`src/rtl/arbitro_pkg.sv`:
```
`default_nettype none
// +-----------------------------------------------------------------+
// | arbitro_pkg : shared constants, states and helpers for WRR arb  |
// | Rev 1.0                                                         |
// +-----------------------------------------------------------------+
package arbitro_pkg;

   localparam int NUM_Q  = 4;
   localparam int DEST_W = 2;
   localparam int CRED_W = 4;

   typedef enum logic [0:0] {
      IDLE  = 1'b0,
      SERVE = 1'b1
   } state_t;

   function automatic logic [NUM_Q-1:0] onehot4(input logic [DEST_W-1:0] idx);
      logic [NUM_Q-1:0] v;
      v      = '0;
      v[idx] = 1'b1;
      return v;
   endfunction

   // A zero quantum would starve the queue, so it is promoted to 1.
   function automatic logic [CRED_W-1:0] quantum(input int w);
      if (w < 1)
         return CRED_W'(1);
      else if (w > 15)
         return CRED_W'(15);
      else
         return CRED_W'(w);
   endfunction

endpackage
`default_nettype wire

```
`src/rtl/arbitro_wrr_if.sv`:
```
`default_nettype none
// +-----------------------------------------------------------------+
// | arbitro_wrr_if : input/output FIFO bank signals of the WRR arb  |
// | Rev 1.0                                                         |
// +-----------------------------------------------------------------+
interface arbitro_wrr_if
   import arbitro_pkg::*;
#(
   parameter int DATA_W = 10
);
   logic [NUM_Q-1:0]        empty_P;
   logic [NUM_Q-1:0]        pop_P;
   logic [NUM_Q*DATA_W-1:0] data_P;
   logic [NUM_Q-1:0]        almost_full_F;
   logic [NUM_Q-1:0]        push_F;
   logic [DATA_W-1:0]       data_F;
   logic [DEST_W-1:0]       grant;
   logic                    busy;

   modport slave (
      input  empty_P, data_P, almost_full_F,
      output pop_P, push_F, data_F, grant, busy
   );

   modport master (
      output empty_P, data_P, almost_full_F,
      input  pop_P, push_F, data_F, grant, busy
   );
endinterface
`default_nettype wire

```
`src/rtl/arbitro_wrr_rr_picker.sv`:
```
`default_nettype none
// +-----------------------------------------------------------------+
// | rr_picker : first set request at or after start, wrapping mod 4 |
// | Rev 1.0                                                         |
// +-----------------------------------------------------------------+
module rr_picker
   import arbitro_pkg::*;
(
   input  logic [NUM_Q-1:0]  i_req,
   input  logic [DEST_W-1:0] i_start,
   output logic              o_found,
   output logic [DEST_W-1:0] o_idx
);

   // Walk from farthest to nearest so the nearest hit is the last write.
   always_comb begin
      logic [DEST_W-1:0] w_idx;
      o_found = 1'b0;
      o_idx   = i_start;
      for (int k = NUM_Q - 1; k >= 0; k--) begin
         w_idx = i_start + DEST_W'(k);
         if (i_req[w_idx]) begin
            o_found = 1'b1;
            o_idx   = w_idx;
         end
      end
   end

endmodule
`default_nettype wire

```
`src/rtl/arbitro_wrr.sv`:
```
`default_nettype none
// +-----------------------------------------------------------------+
// | arbitro_wrr : weighted round-robin drain of 4 input FIFOs onto  |
// |               4 output FIFOs steered by word[DATA_W-1 -: 2]     |
// | Rev 1.0                                                         |
// +-----------------------------------------------------------------+
module arbitro_wrr
   import arbitro_pkg::*;
#(
   parameter int DATA_W = 10,
   parameter int W0     = 4,
   parameter int W1     = 3,
   parameter int W2     = 2,
   parameter int W3     = 1
)(
   input  logic          clk,
   input  logic          reset,
   arbitro_wrr_if.slave  bus
);

   localparam logic [CRED_W-1:0] c_Q0 = quantum(W0);
   localparam logic [CRED_W-1:0] c_Q1 = quantum(W1);
   localparam logic [CRED_W-1:0] c_Q2 = quantum(W2);
   localparam logic [CRED_W-1:0] c_Q3 = quantum(W3);

   state_t              r_state, w_state_nxt;
   logic [DEST_W-1:0]   r_grant, w_grant_nxt;
   logic [DEST_W-1:0]   r_ptr, w_ptr_nxt;
   logic [CRED_W-1:0]   r_credit, w_credit_nxt;
   logic                w_stall, w_pop, w_done;
   logic                w_found;
   logic [DEST_W-1:0]   w_pick_idx, w_pick_start;
   logic [CRED_W-1:0]   w_pick_cred;

   logic                r_rd_valid;
   logic [DEST_W-1:0]   r_rd_q;
   logic [NUM_Q-1:0]    r_push_F;
   logic [DATA_W-1:0]   r_data_F;
   logic [DATA_W-1:0]   w_lane [NUM_Q];
   logic [DATA_W-1:0]   w_word;

   assign w_stall = |bus.almost_full_F;

   // In SERVE the search starts just past the current queue, so the
   // current one is only re-granted when nothing else is waiting.
   assign w_pick_start = (r_state == SERVE) ? (r_grant + DEST_W'(1)) : r_ptr;

   rr_picker u_picker (
      .i_req   (~bus.empty_P),
      .i_start (w_pick_start),
      .o_found (w_found),
      .o_idx   (w_pick_idx)
   );

   always_comb begin
      case (w_pick_idx)
         2'd0:    w_pick_cred = c_Q0;
         2'd1:    w_pick_cred = c_Q1;
         2'd2:    w_pick_cred = c_Q2;
         default: w_pick_cred = c_Q3;
      endcase
   end

   always_ff @(posedge clk) begin
      if (!reset) begin
         r_state  <= IDLE;
         r_grant  <= '0;
         r_ptr    <= '0;
         r_credit <= '0;
      end else begin
         r_state  <= w_state_nxt;
         r_grant  <= w_grant_nxt;
         r_ptr    <= w_ptr_nxt;
         r_credit <= w_credit_nxt;
      end
   end

   always_comb begin
      w_state_nxt  = r_state;
      w_grant_nxt  = r_grant;
      w_ptr_nxt    = r_ptr;
      w_credit_nxt = r_credit;
      w_pop        = 1'b0;
      w_done       = 1'b0;
      case (r_state)
         IDLE: begin
            if (w_found) begin
               w_state_nxt  = SERVE;
               w_grant_nxt  = w_pick_idx;
               w_credit_nxt = w_pick_cred;
            end
         end
         SERVE: begin
            // A stall freezes the turn entirely; nothing is popped or lost.
            if (!w_stall) begin
               w_pop  = !bus.empty_P[r_grant] && (r_credit != '0) && reset;
               w_done = bus.empty_P[r_grant] || (r_credit == '0) ||
                        (w_pop && (r_credit == CRED_W'(1)));
               if (w_pop)
                  w_credit_nxt = r_credit - CRED_W'(1);
               if (w_done) begin
                  w_ptr_nxt = r_grant + DEST_W'(1);
                  if (w_found) begin
                     w_grant_nxt  = w_pick_idx;
                     w_credit_nxt = w_pick_cred;
                  end else begin
                     w_state_nxt  = IDLE;
                     w_credit_nxt = '0;
                  end
               end
            end
         end
         default: w_state_nxt = IDLE;
      endcase
   end

   assign bus.pop_P = w_pop ? onehot4(r_grant) : '0;
   assign bus.grant = r_grant;
   assign bus.busy  = (r_state == SERVE);

   for (genvar g = 0; g < NUM_Q; g++) begin : g_lane
      assign w_lane[g] = bus.data_P[g*DATA_W +: DATA_W];
   end

   assign w_word = w_lane[r_rd_q];

   // Pop at N marks the read, data appears at N+1, push is presented at N+2.
   always_ff @(posedge clk) begin
      if (!reset) begin
         r_rd_valid <= 1'b0;
         r_rd_q     <= '0;
         r_push_F   <= '0;
         r_data_F   <= '0;
      end else begin
         r_rd_valid <= w_pop;
         r_rd_q     <= r_grant;
         if (r_rd_valid) begin
            r_data_F <= w_word;
            r_push_F <= onehot4(w_word[DATA_W-1 -: DEST_W]);
         end else begin
            r_push_F <= '0;
         end
      end
   end

   assign bus.push_F = r_push_F;
   assign bus.data_F = r_data_F;

endmodule
`default_nettype wire
```
`src/flat_wrapper.sv`:
```
// flat-port wrapper written by rule: the top's interface ports become plain ports
module arbitro_wrr_flat import arbitro_pkg::*;
#(
   parameter int DATA_W = 10,
   parameter int W0     = 4,
   parameter int W1     = 3,
   parameter int W2     = 2,
   parameter int W3     = 1
)
  (clk, reset, bus_empty_P, bus_data_P, bus_almost_full_F, bus_pop_P, bus_push_F, bus_data_F, bus_grant, bus_busy);
  arbitro_wrr_if #(.DATA_W(DATA_W)) bus_i ();
  input  logic clk;
  input  logic reset;
  input wire logic [$bits(bus_i.empty_P)-1:0] bus_empty_P;
  input wire logic [$bits(bus_i.data_P)-1:0] bus_data_P;
  input wire logic [$bits(bus_i.almost_full_F)-1:0] bus_almost_full_F;
  output wire logic [$bits(bus_i.pop_P)-1:0] bus_pop_P;
  output wire logic [$bits(bus_i.push_F)-1:0] bus_push_F;
  output wire logic [$bits(bus_i.data_F)-1:0] bus_data_F;
  output wire logic [$bits(bus_i.grant)-1:0] bus_grant;
  output wire logic [$bits(bus_i.busy)-1:0] bus_busy;
  assign bus_i.empty_P = bus_empty_P;
  assign bus_i.data_P = bus_data_P;
  assign bus_i.almost_full_F = bus_almost_full_F;
  assign bus_pop_P = bus_i.pop_P;
  assign bus_push_F = bus_i.push_F;
  assign bus_data_F = bus_i.data_F;
  assign bus_grant = bus_i.grant;
  assign bus_busy = bus_i.busy;
  arbitro_wrr #(.DATA_W(DATA_W), .W0(W0), .W1(W1), .W2(W2), .W3(W3)) u_core (.clk(clk), .reset(reset), .bus(bus_i));
endmodule
```
`config.mk`:
```
export PLATFORM = sky130hd
export DESIGN_NAME = arbitro_wrr_flat
export DESIGN_NICKNAME = d
export VERILOG_FILES = /design/src/rtl/arbitro_pkg.sv /design/src/rtl/arbitro_wrr_if.sv /design/src/rtl/arbitro_wrr_rr_picker.sv /design/src/rtl/arbitro_wrr.sv /design/src/flat_wrapper.sv
export SDC_FILE = /design/constraint.sdc
export NUM_CORES = 1
export LEC_CHECK = 0
export CORE_ASPECT_RATIO = 0.8
export CORE_MARGIN = 4
export CORE_UTILIZATION = 56
export CTS_CLUSTER_SIZE = 28
export DETAILED_ROUTE_END_ITERATION = 16
export DONT_BUFFER_PORTS = 1
export PLACE_DENSITY = 0.78
export SLEW_MARGIN = 10
export SYNTH_ARGS = -nofsm -noshare
export SYNTH_HDL_FRONTEND = slang
export SYNTH_HIERARCHICAL = 1
export SYNTH_SLANG_ARGS = --single-unit
```
`constraint.sdc`:
```
create_clock -name clk -period 2.5 [get_ports clk]
set_input_delay 0.125 -clock clk [delete_from_list [all_inputs] [get_ports clk]]
set_output_delay 0.125 -clock clk [all_outputs]
set_load 0.005 [all_outputs]
```
==> flow_metrics.py <==
metrics = {
    "drt": {
        "finalWirelength_microns": 3540,
        "viasPerCell": 6.07,
        "wl_per_cell_microns": 17.7,
        "topRoutingLayerUsed": "met4",
        "drt-met1-wl_microns": 1410,
        "antenna_left": 0,
        "firstDrtPassIters": 4,
        "num_vias": 1214,
        "drc": 0,
        "met2_length_microns": 1770,
        "drt_iter0_markers": 83,
        "dr_wl_met3_microns": 307,
    },
    "floorplanning": {
        "core_sq_um": 2740,
        "die_h_microns": 55.8,
        "die_w_microns": 67.7,
        "ioPinCount": 71,
        "initial_core_util": 0.582,
        "rows": 17,
        "dieArea_sq_um": 3780,
    },
    "worst_setup_path": {
        "critPathRequiredTime_ns": 2.73,
        "worst_setup_path_start_kind": "flip-flop",
        "worstSetupStartpoint": "u_core/bus.grant[0]",
        "ff2ff_setup_slack_ns": 0.16,
        "cp_max_fo": 5,
        "r2r_cells": 10,
        "end_kind": "flip-flop",
        "endpoint": "u_core/r_credit[0]",
        "r2r_start": "u_core/bus.grant[0]",
        "rr_endpoint": "u_core/r_credit[0]",
        "path_class": "flip-flop to flip-flop",
        "arrival_ns": 2.57,
    },
    "layout": {
        "fillCellCount": 235,
        "area_delta_synth_final_pct": 6.73,
        "layout-drive-gt1-share": 0.191,
        "layout.nets": 222,
        "fin_util": 0.622,
        "layoutNonFillerInstCount": 200,
        "antenna_cells": 0,
    },
    "clock_tree": {
        "clock_path_buffers": 2,
        "cts_made_buffers": 3,
        "clk_pin_slew_worst_paths_ns": 0.15,
        "cts.sinks": 26,
        "cts_tree": "yes",
        "root_buffer": "clkbuf_4",
        "clock_latency_ns": 0.32,
        "htree_levels": 1,
    },
    "logic_synthesis": {
        "yosys.area.top_type_share": 0.326,
        "synthCells": 159,
        "ys_seq_area_frac": 0.326,
        "synth_flop_cell": "dfxtp_1",
        "async_reset_ff_frac": 0,
        "ys_ff_latch": 26,
        "ys_types": 39,
        "synth_edf_count": 0,
        "synth_top_area_cell": "dfxtp_1",
        "syn_nets": 218,
        "synth_common_cells": "dfxtp_1 (26), inv_1 (16), nor2_1 (16), mux2i_1 (14)",
        "yosysWarnings": 6,
        "yosysMostFrequentCell": "dfxtp_1",
        "netlist_top_cells_area": "dfxtp_1 (33%), mux4_2 (16%), mux2i_1 (8.8%)",
        "synth.cell_area_sq_um": 1600,
        "syn_avg_cell_area_sq_um": 10.0,
    },
    "timing": {
        "rsz0062_at_grt": "no",
        "finClkSkew_ns": 0.0156,
        "slew_headroom": 0.580,
        "fin_crit_sh": 0.936,
        "slew_viol_final": 0,
        "max_freq_ghz": 0.427,
        "worst_slew_pin_slew_ns": 0.628,
        "fin_hold_ws_ns": 0.130,
        "tns_ns": 0,
        "final_hold_viol_count": 0,
        "finalSetupViolCount": 0,
        "min_period_ns": 2.34,
    },
    "grt": {
        "grtUsageTotal": 0.198,
        "grt_pass1_vias": 1275,
        "grt_pass1_wl_microns": 5800,
        "grt.overflow.total": 0,
        "antenna_found_initial": 0,
        "grt_start_max_net_pins": 15,
    },
    "min_path": {
        "hold_depth": 3,
        "hp-class": "primary input to flip-flop",
    },
    "place": {
        "gp_congestion": 0.827,
        "place_inst": 194,
        "dp_hpwl_microns": 2830,
        "port_buffers": 0,
    },
    "status": {
        "status": "complete, no violations",
    },
    "power_and_ir_drop": {
        "power_leakage_nw": 0.647,
        "peakVddDrop_mv": 0.504,
        "power_density_nw_per_um2": 509,
    },
    "job": {
        "cap_violations": 0,
    },
}
[per-layer routing]
layer,global-route usage,vias up
li1,-,577
met1,0.244,582
met2,0.336,49
met3,0.0646,6
met4,0.0347,0
met5,0,-
[cell usage in the layout, fill, tap and decap left out, types with 2 or more instances in the layout]
cell type,count
dfxtp_1,25
inv_1,16
nor2_1,16
mux2i_1,14
mux4_2,11
nand2_1,10
ha_1,9
a21oi_1,5
buf_4,4
and2_1,4
nor3_1,4
o21ai_0,4
clkbuf_4,3
nand3_1,3
or4_1,2
o21a_1,2
o211ai_1,2
o21ai_1,2
and2b_2,2
[worst max-delay path, cell delays in order, from the launching register on]
cell and delay [ns]:
dfxtp_2 0.35, inv_1 0.06, ha_1 0.30, mux2_4 0.29, and3b_1 0.19, or4_1 0.48
nand2_2 0.08, inv_1 0.06, ha_1 0.18, o211ai_1 0.17, a21oi_1 0.10
[cell families (layout without fill, tap and decap cells)]
group / Yosys count / count (layout) / synth area share
fa+ha+maj: 9 / 9 / 0.0705
compound gates: 26 / 26 / 0.139
simple gates: 47 / 47 / 0.148
xor+xnor: 1 / 1 / 0.00548
buf+inv: 23 / 26 / 0.0548
flops: 26 / 26 / 0.326
mux: 27 / 27 / 0.257
[how the worst min path moves through the flow]
stage / end / slack (ns) / start
global route: u_core/bus.push_F[1] / 0.12 / bus_data_P[9]
CTS: u_core/r_ptr[0] / 0.13 / bus_almost_full_F[2]
floorplan: u_core/r_rd_q[0] / 0.24 / reset
finish: u_core/bus.busy / 0.13 / bus_almost_full_F[2]
detailed placement: u_core/r_rd_q[0] / 0.25 / reset
global placement: u_core/r_rd_q[1] / 0.26 / reset
[sequential cells by signal, indices dropped and copies added (netlist names)]
name / flops
u_core/bus.busy: 1
u_core/bus.data_F: 10
u_core/bus.grant: 2
u_core/bus.push_F: 4
u_core/r_credit: 4
u_core/r_ptr: 2
u_core/r_rd_q: 2
u_core/r_rd_valid: 1
[power breakdown]
group          leakage (nW)  internal, mW  total (mW)  switching (mW)
clock                0.0210        0.0891       0.212           0.123
sequential            0.211         0.429       0.448          0.0192
combinational         0.415         0.101       0.208           0.106
[stage by stage]
step,cell area (sq um),power (mW),worst slack [ns]
2_1_floorplan,1600,0.613,0.0243
3_3_place_gp,1640,0.641,0.154
3_5_place_dp,1640,0.652,0.0377
4_1_cts,1690,0.865,0.0270
5_1_grt,1710,0.915,0.0139
6_report,1710,0.867,0.161
[what timing repair did]
| action | in CTS | in global routing |
|---|---|---|
| gates resized for setup | 0 | 4 |
| setup buffers | 0 | 1 |
| setup endpoints to repair | 0 | 3 |
| hold buffers | 1 | 0 |
| hold endpoints to repair | 13 | 0 |
[area by class of cell]
type                       count  area (sq um)  share of cell area
multi-input combinational    110           996               0.584
sequential                    26           522               0.306
inverter                      17          63.8              0.0374
clock buffer                   4          36.3              0.0213
timing repair buffer           5          40.0              0.0235
tap                           38          47.5              0.0279
Power figures use the tool's default switching activity.
